**config.mk**
```make
export PLATFORM = sky130hd
export DESIGN_NAME = ctech_clk_branch_sel_ctl
export DESIGN_NICKNAME = d
export VERILOG_FILES = /design/src/rtl/ctech_clk_branch_sel_ctl.sv
export SDC_FILE = /design/constraint.sdc
export NUM_CORES = 1
export LEC_CHECK = 0
export CORE_MARGIN = 1.5
export CORE_UTILIZATION = 30
export DETAILED_ROUTE_END_ITERATION = 10
export MAX_ROUTING_LAYER = met4
export PLACE_DENSITY_LB_ADDON = 0.15
export SLEW_MARGIN = 20
export SYNTH_ARGS = -nofsm -noshare
export SYNTH_HDL_FRONTEND = slang
export SYNTH_SLANG_ARGS = --single-unit
```
**constraint.sdc**
```tcl
create_clock -name clk -period 1.75 [get_ports clk]
set_clock_uncertainty 0.1 [all_clocks]
set_input_delay 0.2625 -clock clk [delete_from_list [all_inputs] [get_ports clk]]
set_output_delay 0.2625 -clock clk [all_outputs]
set_load 0.005 [all_outputs]
```
**src/rtl/ctech_clk_branch_sel_ctl.sv**
```systemverilog
// rtl/ctech_clk_branch_sel_ctl.sv - break-before-make enable sequencer for two gated clock branches
//
// Drives the enables of two clock-gate cells whose outputs are merged downstream.
// The enables are never high together. Every hand-over or shutdown from an enabled
// branch holds both enables low for exactly DEAD_CYC full clk cycles.
//
// Ports:
//   clk            block clock
//   rst            synchronous active-high reset
//   req_valid      branch-select request valid
//   req_branch     requested branch: 0=none, 1=branch1, 2=branch2, 3=illegal
//   req_ready      request accepted on this edge if req_valid (IDLE/ON and no force_off)
//   force_off      emergency shutdown of both branches, overrides requests
//   en1, en2       registered clock-gate enables
//   active_branch  registered branch currently enabled (0 when none)
//   busy           high while both enables are held off in the dead gap
//   sel_done       one-cycle pulse when a request completes
//   err_illegal    one-cycle pulse when a branch-3 request is accepted

module ctech_clk_branch_sel_ctl #(
    parameter int DEAD_CYC = 2,
    parameter int CNT_W    = 4
) (
    input  logic       clk,
    input  logic       rst,
    input  logic       req_valid,
    input  logic [1:0] req_branch,
    output logic       req_ready,
    input  logic       force_off,
    output logic       en1,
    output logic       en2,
    output logic [1:0] active_branch,
    output logic       busy,
    output logic       sel_done,
    output logic       err_illegal
);

    typedef enum logic [1:0] {
        ST_IDLE = 2'd0,
        ST_ON   = 2'd1,
        ST_DEAD = 2'd2
    } state_t;

    localparam logic [CNT_W-1:0] DEAD_LOAD = CNT_W'(DEAD_CYC);
    localparam logic [CNT_W-1:0] CNT_ONE   = CNT_W'(1);
    localparam logic [1:0]       BR_NONE   = 2'd0;
    localparam logic [1:0]       BR_ILL    = 2'd3;

    state_t           state_q, state_d;
    logic [CNT_W-1:0] cnt_q, cnt_d;
    logic [1:0]       tgt_q, tgt_d;
    logic             forced_q, forced_d;
    logic [1:0]       act_d;
    logic             done_d;
    logic             err_d;
    logic             accept;
    logic [1:0]       dead_tgt;
    logic             dead_forced;

    assign req_ready = ((state_q == ST_IDLE) || (state_q == ST_ON)) && !force_off;
    assign accept    = req_valid && req_ready;

    // force_off seen during the gap replaces the pending target but keeps the count
    assign dead_tgt    = force_off ? BR_NONE : tgt_q;
    assign dead_forced = forced_q || force_off;

    always_comb begin
        state_d  = state_q;
        cnt_d    = cnt_q;
        tgt_d    = tgt_q;
        forced_d = forced_q;
        act_d    = active_branch;
        done_d   = 1'b0;
        err_d    = 1'b0;

        case (state_q)
            ST_IDLE: begin
                if (accept) begin
                    done_d = 1'b1;
                    if (req_branch == BR_ILL) begin
                        err_d = 1'b1;
                    end else if (req_branch != BR_NONE) begin
                        // IDLE is only reached after a full gap or reset, so enable at once
                        act_d   = req_branch;
                        state_d = ST_ON;
                    end
                end
            end

            ST_ON: begin
                if (force_off) begin
                    act_d    = BR_NONE;
                    tgt_d    = BR_NONE;
                    forced_d = 1'b1;
                    cnt_d    = DEAD_LOAD;
                    state_d  = ST_DEAD;
                end else if (accept) begin
                    if (req_branch == BR_ILL) begin
                        err_d  = 1'b1;
                        done_d = 1'b1;
                    end else if (req_branch == active_branch) begin
                        done_d = 1'b1;
                    end else begin
                        act_d    = BR_NONE;
                        tgt_d    = req_branch;
                        forced_d = 1'b0;
                        cnt_d    = DEAD_LOAD;
                        state_d  = ST_DEAD;
                    end
                end
            end

            ST_DEAD: begin
                tgt_d    = dead_tgt;
                forced_d = dead_forced;
                if (cnt_q <= CNT_ONE) begin
                    // last gap cycle: counter reaches 0 and the target takes over
                    cnt_d    = '0;
                    act_d    = dead_tgt;
                    state_d  = (dead_tgt == BR_NONE) ? ST_IDLE : ST_ON;
                    done_d   = !dead_forced;
                    tgt_d    = BR_NONE;
                    forced_d = 1'b0;
                end else begin
                    cnt_d = cnt_q - CNT_ONE;
                end
            end

            default: begin
                state_d  = ST_IDLE;
                cnt_d    = '0;
                tgt_d    = BR_NONE;
                forced_d = 1'b0;
                act_d    = BR_NONE;
            end
        endcase
    end

    always_ff @(posedge clk) begin
        if (rst) begin
            state_q       <= ST_IDLE;
            cnt_q         <= '0;
            tgt_q         <= BR_NONE;
            forced_q      <= 1'b0;
            en1           <= 1'b0;
            en2           <= 1'b0;
            active_branch <= BR_NONE;
            busy          <= 1'b0;
            sel_done      <= 1'b0;
            err_illegal   <= 1'b0;
        end else begin
            state_q       <= state_d;
            cnt_q         <= cnt_d;
            tgt_q         <= tgt_d;
            forced_q      <= forced_d;
            // both enables decode from one branch code, so they can never be high together
            en1           <= (act_d == 2'd1);
            en2           <= (act_d == 2'd2);
            active_branch <= act_d;
            busy          <= (state_d == ST_DEAD);
            sel_done      <= done_d;
            err_illegal   <= err_d;
        end
    end

endmodule

```
* Word level (Yosys, flattened, before mapping)
Index checks and enable logic that the tools add are counted.
Word-level totals: register bits after elaboration 16, output and inout port bits 8, logic and storage cells 82
Cells by class: $add $sub $neg 1, order comparisons 1, eq/ne operators 10, multiplexer cells 49, bitwise gates (word level) 1, reduce and logical (&&, ||, !) cells 10
Operators with widths (number):
- $mux W2 | 22
- $mux W4 | 5
- $pmux W2 S3 | 3
- $mux W1 | 15
- $pmux W4 S3 | 1
- $ne A3 B3 Y1 const B | 3
- $eq A2 B2 Y1 const B | 4
- $pmux W1 S3 | 2
- $eq A2 B1 Y1 const B | 2
- $le A4 B1 Y1 const B | 1
- $logic_not A2 Y1 | 2
- $reduce_and A4 Y1 | 1
- $sub A4 B1 Y4 const B | 1
- $eq A2 B2 Y1 | 1
- $logic_and A1 B1 Y1 | 2
- $logic_not A1 Y1 | 2
- $logic_or A1 B1 Y1 | 2
- $pmux W1 S2 | 1
- $reduce_bool A2 Y1 | 1
- $not A1 Y1 | 1

* Longest topological paths before layout
depth after elaboration 8, mapped depth 7

* Worst setup path after synthesis
OpenSTA, ideal clock, no wires.
kind register -> register, start register cnt_q[0], end register state_q[0], arrival time 1.560 ns, required time 1.535 ns, setup slack -0.025 ns, stages on the path, launching flop included 8, period minus slack after synthesis 1.775 ns, cell sequence dfxtp_1 > inv_1 > ha_1 > nor2_1 > nor3_1 > mux2i_1 > a221o_1 > and2_1
Between the ends: longest elaborated chain between the ends 3
RTL lines:
- start: declaration | RTL line 50 | logic [CNT_W-1:0] cnt_q, cnt_d;
- start signal: assignment | RTL line 153 | cnt_q <= cnt_d;
- $le A4 B1 Y1 | RTL line 116 | if (cnt_q <= CNT_ONE) begin
- $mux W2 | RTL line 116
- $pmux W2 S3 | RTL line 76 | case (state_q)
- end signal: assignment | RTL line 152 | state_q <= state_d;
- end: declaration | RTL line 49 | state_t state_q, state_d;
Every way passes these cells. A chain may end at the register's enable or synchronous reset.

* Final worst setup path
start register state_q[0], end register en1
Between the ends: longest elaborated chain between the ends 8
RTL lines:
- $eq A2 B1 Y1 or $logic_not A2 Y1 (tied branches) | RTL line 60, 76
- $logic_or A1 B1 Y1 | RTL line 60 | assign req_ready = ((state_q == ST_IDLE) || (state_q == ST_ON)) && !force_off;
- $logic_and A1 B1 Y1 | RTL line 60
- $logic_and A1 B1 Y1 | RTL line 61 | assign accept = req_valid && req_ready;
- $mux W2 | RTL line 97 | end else if (accept) begin
- $mux W2 | RTL line 91 | if (force_off) begin
- $pmux W2 S3 (*) | RTL line 76
- $eq A2 B1 Y1 (*) | RTL line 157 | en1 <= (act_d == 2'd1);
- end signal: assignment | RTL line 157
- end: declaration | RTL line 30 | output logic en1,
Every way passes the cells marked *; elsewhere a longest branch is shown, timed or not.

==> flow_metrics.tcl <==
set metrics [dict create \
    status "completed" \
    area_delta_synth_final_pct 68.9 \
    ys_types 45 \
    cp.arrival_ns 1.84 \
    grt-busiest-layer "met2" \
    crit_buf_inv 2 \
    drtAntennaViolNets 0 \
    grt_use_total_pct 18.0 \
    holdBufCountCts 0 \
    num_rows 21 \
    synthFlopType "dfxtp_1" \
    power.density_nw_per_um2 533 \
    ctsRootBufferMaster "clkbuf_4" \
    dpl.hpwl_um 2310 \
    synth.cell_area_um2 1050 \
    antenna_cells 0 \
    dp_slack_ns -0.340 \
    cp_slowest_stage_delay_ns 0.38 \
    fin_ws_ns 0.0274 \
    routabilityCongestion 0.788 \
    cts_num_sinks 16 \
    wl_um 3310 \
    fillerInstances 323 \
    cts_buffers 3 \
    antenna_found_initial 0 \
    cp_slowest_cell "dfxtp_4" \
    worstSetupStartpointType "flop" \
    grt_setup_unrepaired "yes" \
    viasPerCell 5.12 \
    maxSlewViolCount 0 \
    clock_latency_ns 0.31 \
    synth_commonest_cells "16 x dfxtp_1, 12 x nor2_1, 9 x inv_1" \
    drive_gt1_share_pct 44.8 \
    core-area_um2 3340 \
    power_w 0.000946 \
    yosys.area.top_type_share_pct 30.5 \
    ys_ff_latch 16 \
    die_y_um 62.2 \
    multi_input_area_um2 832 \
    fmax_mhz 581 \
    finalSetupTns_ns 0 \
    grt_max_degree 11 \
    io_pins 14 \
    drv_cap 0 \
    slew_headroom_pct 74.3 \
    setup-violations-final 0 \
    crit_family "compound AO/OA/AOI/OAI gates" \
    ys_warn_count 0 \
    cp_cell_sequence "inv_4 > ha_4 > nor2_4 > buf_6 > o31a_1 > o22ai_2 > a221oi_2 > nor4_1" \
    avgSynthCellArea_um2 8.48 \
    use_met1_pct 21.9 \
    worst_pin_slew_ns 0.382 \
    end_kind "flop" \
    grt_pass1_wl_um 5430 \
    drc 0 \
    die_x_um 62.2 \
    fin_hold_ws_ns 0.246 \
    synthMostInstantiatedCell "dfxtp_1" \
    num_vias 1163 \
    grtUsageMet2_pct 29.9 \
    finalCritPeriodShare_pct 98.4 \
    grt_overflow 0 \
    synthCells 124 \
    regArea_um2 330 \
    finalHoldViolations 0 \
    nNetsFinal 194 \
    h-tree-depth 1 \
    clock_path_buffers 2 \
    clkTransAtPathRegs_ns 0.11 \
    grt_pass1_vias 1149 \
    critical_path_class "flop to flop" \
    dr.first_iter.drc_count 40 \
    wl_per_cell_um 14.6 \
    worst_ep_required_time_ns 1.87 \
    yosysSeqAreaShare_pct 30.5 \
    syn_nets 136 \
    synth_edf_count 0 \
    grt.met3_usage_pct 2.72 \
    dieArea_um2 3870 \
    p_leak_nw 0.718 \
    synth_area_leader_cell "dfxtp_1" \
    io_buffers 13 \
    ys_async_sr_fraction_pct 0 \
    min_period_ns 1.72 \
    ir_worst_vdd_mv 0.246 \
    synth_area_leaders "dfxtp_1 30%, ha_1 7.1%, nor2_1 4.3%" \
    min_path_type "primary input to flop" \
    drt_pass1_iterations 4 \
    cp_max_fo 6 \
    tritoncts "done" \
    start_util_pct 31.5 \
]
[metrics by stage]
stage	util, %	std cells	instance area, um^2
2_1_floorplan	-	124	1060
6_report	53.2	227	1780
3_3_place_gp	45.4	217	1520
4_1_cts	49.4	223	1650
3_5_place_dp	45.4	217	1520
5_1_grt	53.2	227	1780
[tightest hold or removal path, delay by kind of cell]
family,cells,cell delay [ns]
simple gates,1,0.07
buf+inv,2,0.30
[sequential cells by signal, indices dropped and copies added (netlist names)]
| name | count |
|---|---|
| active_branch | 2 |
| busy | 1 |
| cnt_q | 4 |
| en1 | 1 |
| en2 | 1 |
| err_illegal | 1 |
| forced_q | 1 |
| sel_done | 1 |
| state_q | 2 |
| tgt_q | 2 |
[cell usage in the layout (no fill, tap or decap), drive strengths merged, types with 3 or more instances in the layout]
cell type / instances
nand2: 4
a31oi: 6
dfxtp: 16
nor2: 12
nor3: 6
nor4: 3
o21bai: 3
o21ai: 5
mux2i: 3
clkdlybuf4s50: 10
o31ai: 3
buf: 44
a21oi: 4
clkbuf: 5
nand2b: 5
nor2b: 4
ha: 6
inv: 9
[report_power, final]
group,total (W),internal (W),switching [W]
clock,0.000264,0.000127,0.000137
sequential,0.000382,0.000374,0.00000810
combinational,0.000300,0.000160,0.000140
total,0.000946,0.000661,0.000285
[metal layers]
| layer | share of wire (%) | routed length (um) | vias to the layer above |
|---|---|---|---|
| met1 | 42 | 1400 | 560 |
| li1 | - | - | 570 |
| met4 | 3.2 | 106 | 0 |
| met5 | 0 | 0 | - |
| met3 | 3.5 | 115 | 9 |
| met2 | 51 | 1690 | 24 |
[cells by family after synthesis]
logic type	after synthesis	share of synthesized area [%]
AOI/OAI and AO/OA	37	28.2
buffers and inverters	13	4.64
and+or+nand+nor	48	25.8
DFF	16	30.5
muxes	3	2.86
adders and majority gates	6	7.14
xor gates and xnor gates	1	0.833
[area by class of cell]
type | instances | area share [%]
tap | 46 | 3.24
inverter | 9 | 2.47
multi-input combinational | 95 | 46.9
timing repair buffer | 57 | 26.8
sequential | 16 | 18.6
clock buffer | 4 | 2.04
[what timing repair did]
action / CTS / global route
pin swaps: 7 / 11
gates resized for setup: 25 / 29
buffers inserted: 2 / 4
gates cloned: 0 / 0
setup endpoints to repair: 12 / 11
[final timing paths]
kind                      end     startpoint  cells after the start  slack (ns)
setup / recovery          en1     state_q[0]                      8        0.03
hold / removal    err_illegal  req_branch[0]                      3        0.25
setup reg to reg          en1     state_q[0]                      8        0.03
hold reg to reg      forced_q       forced_q                      2        0.44
(Power assumes the default switching activity.)
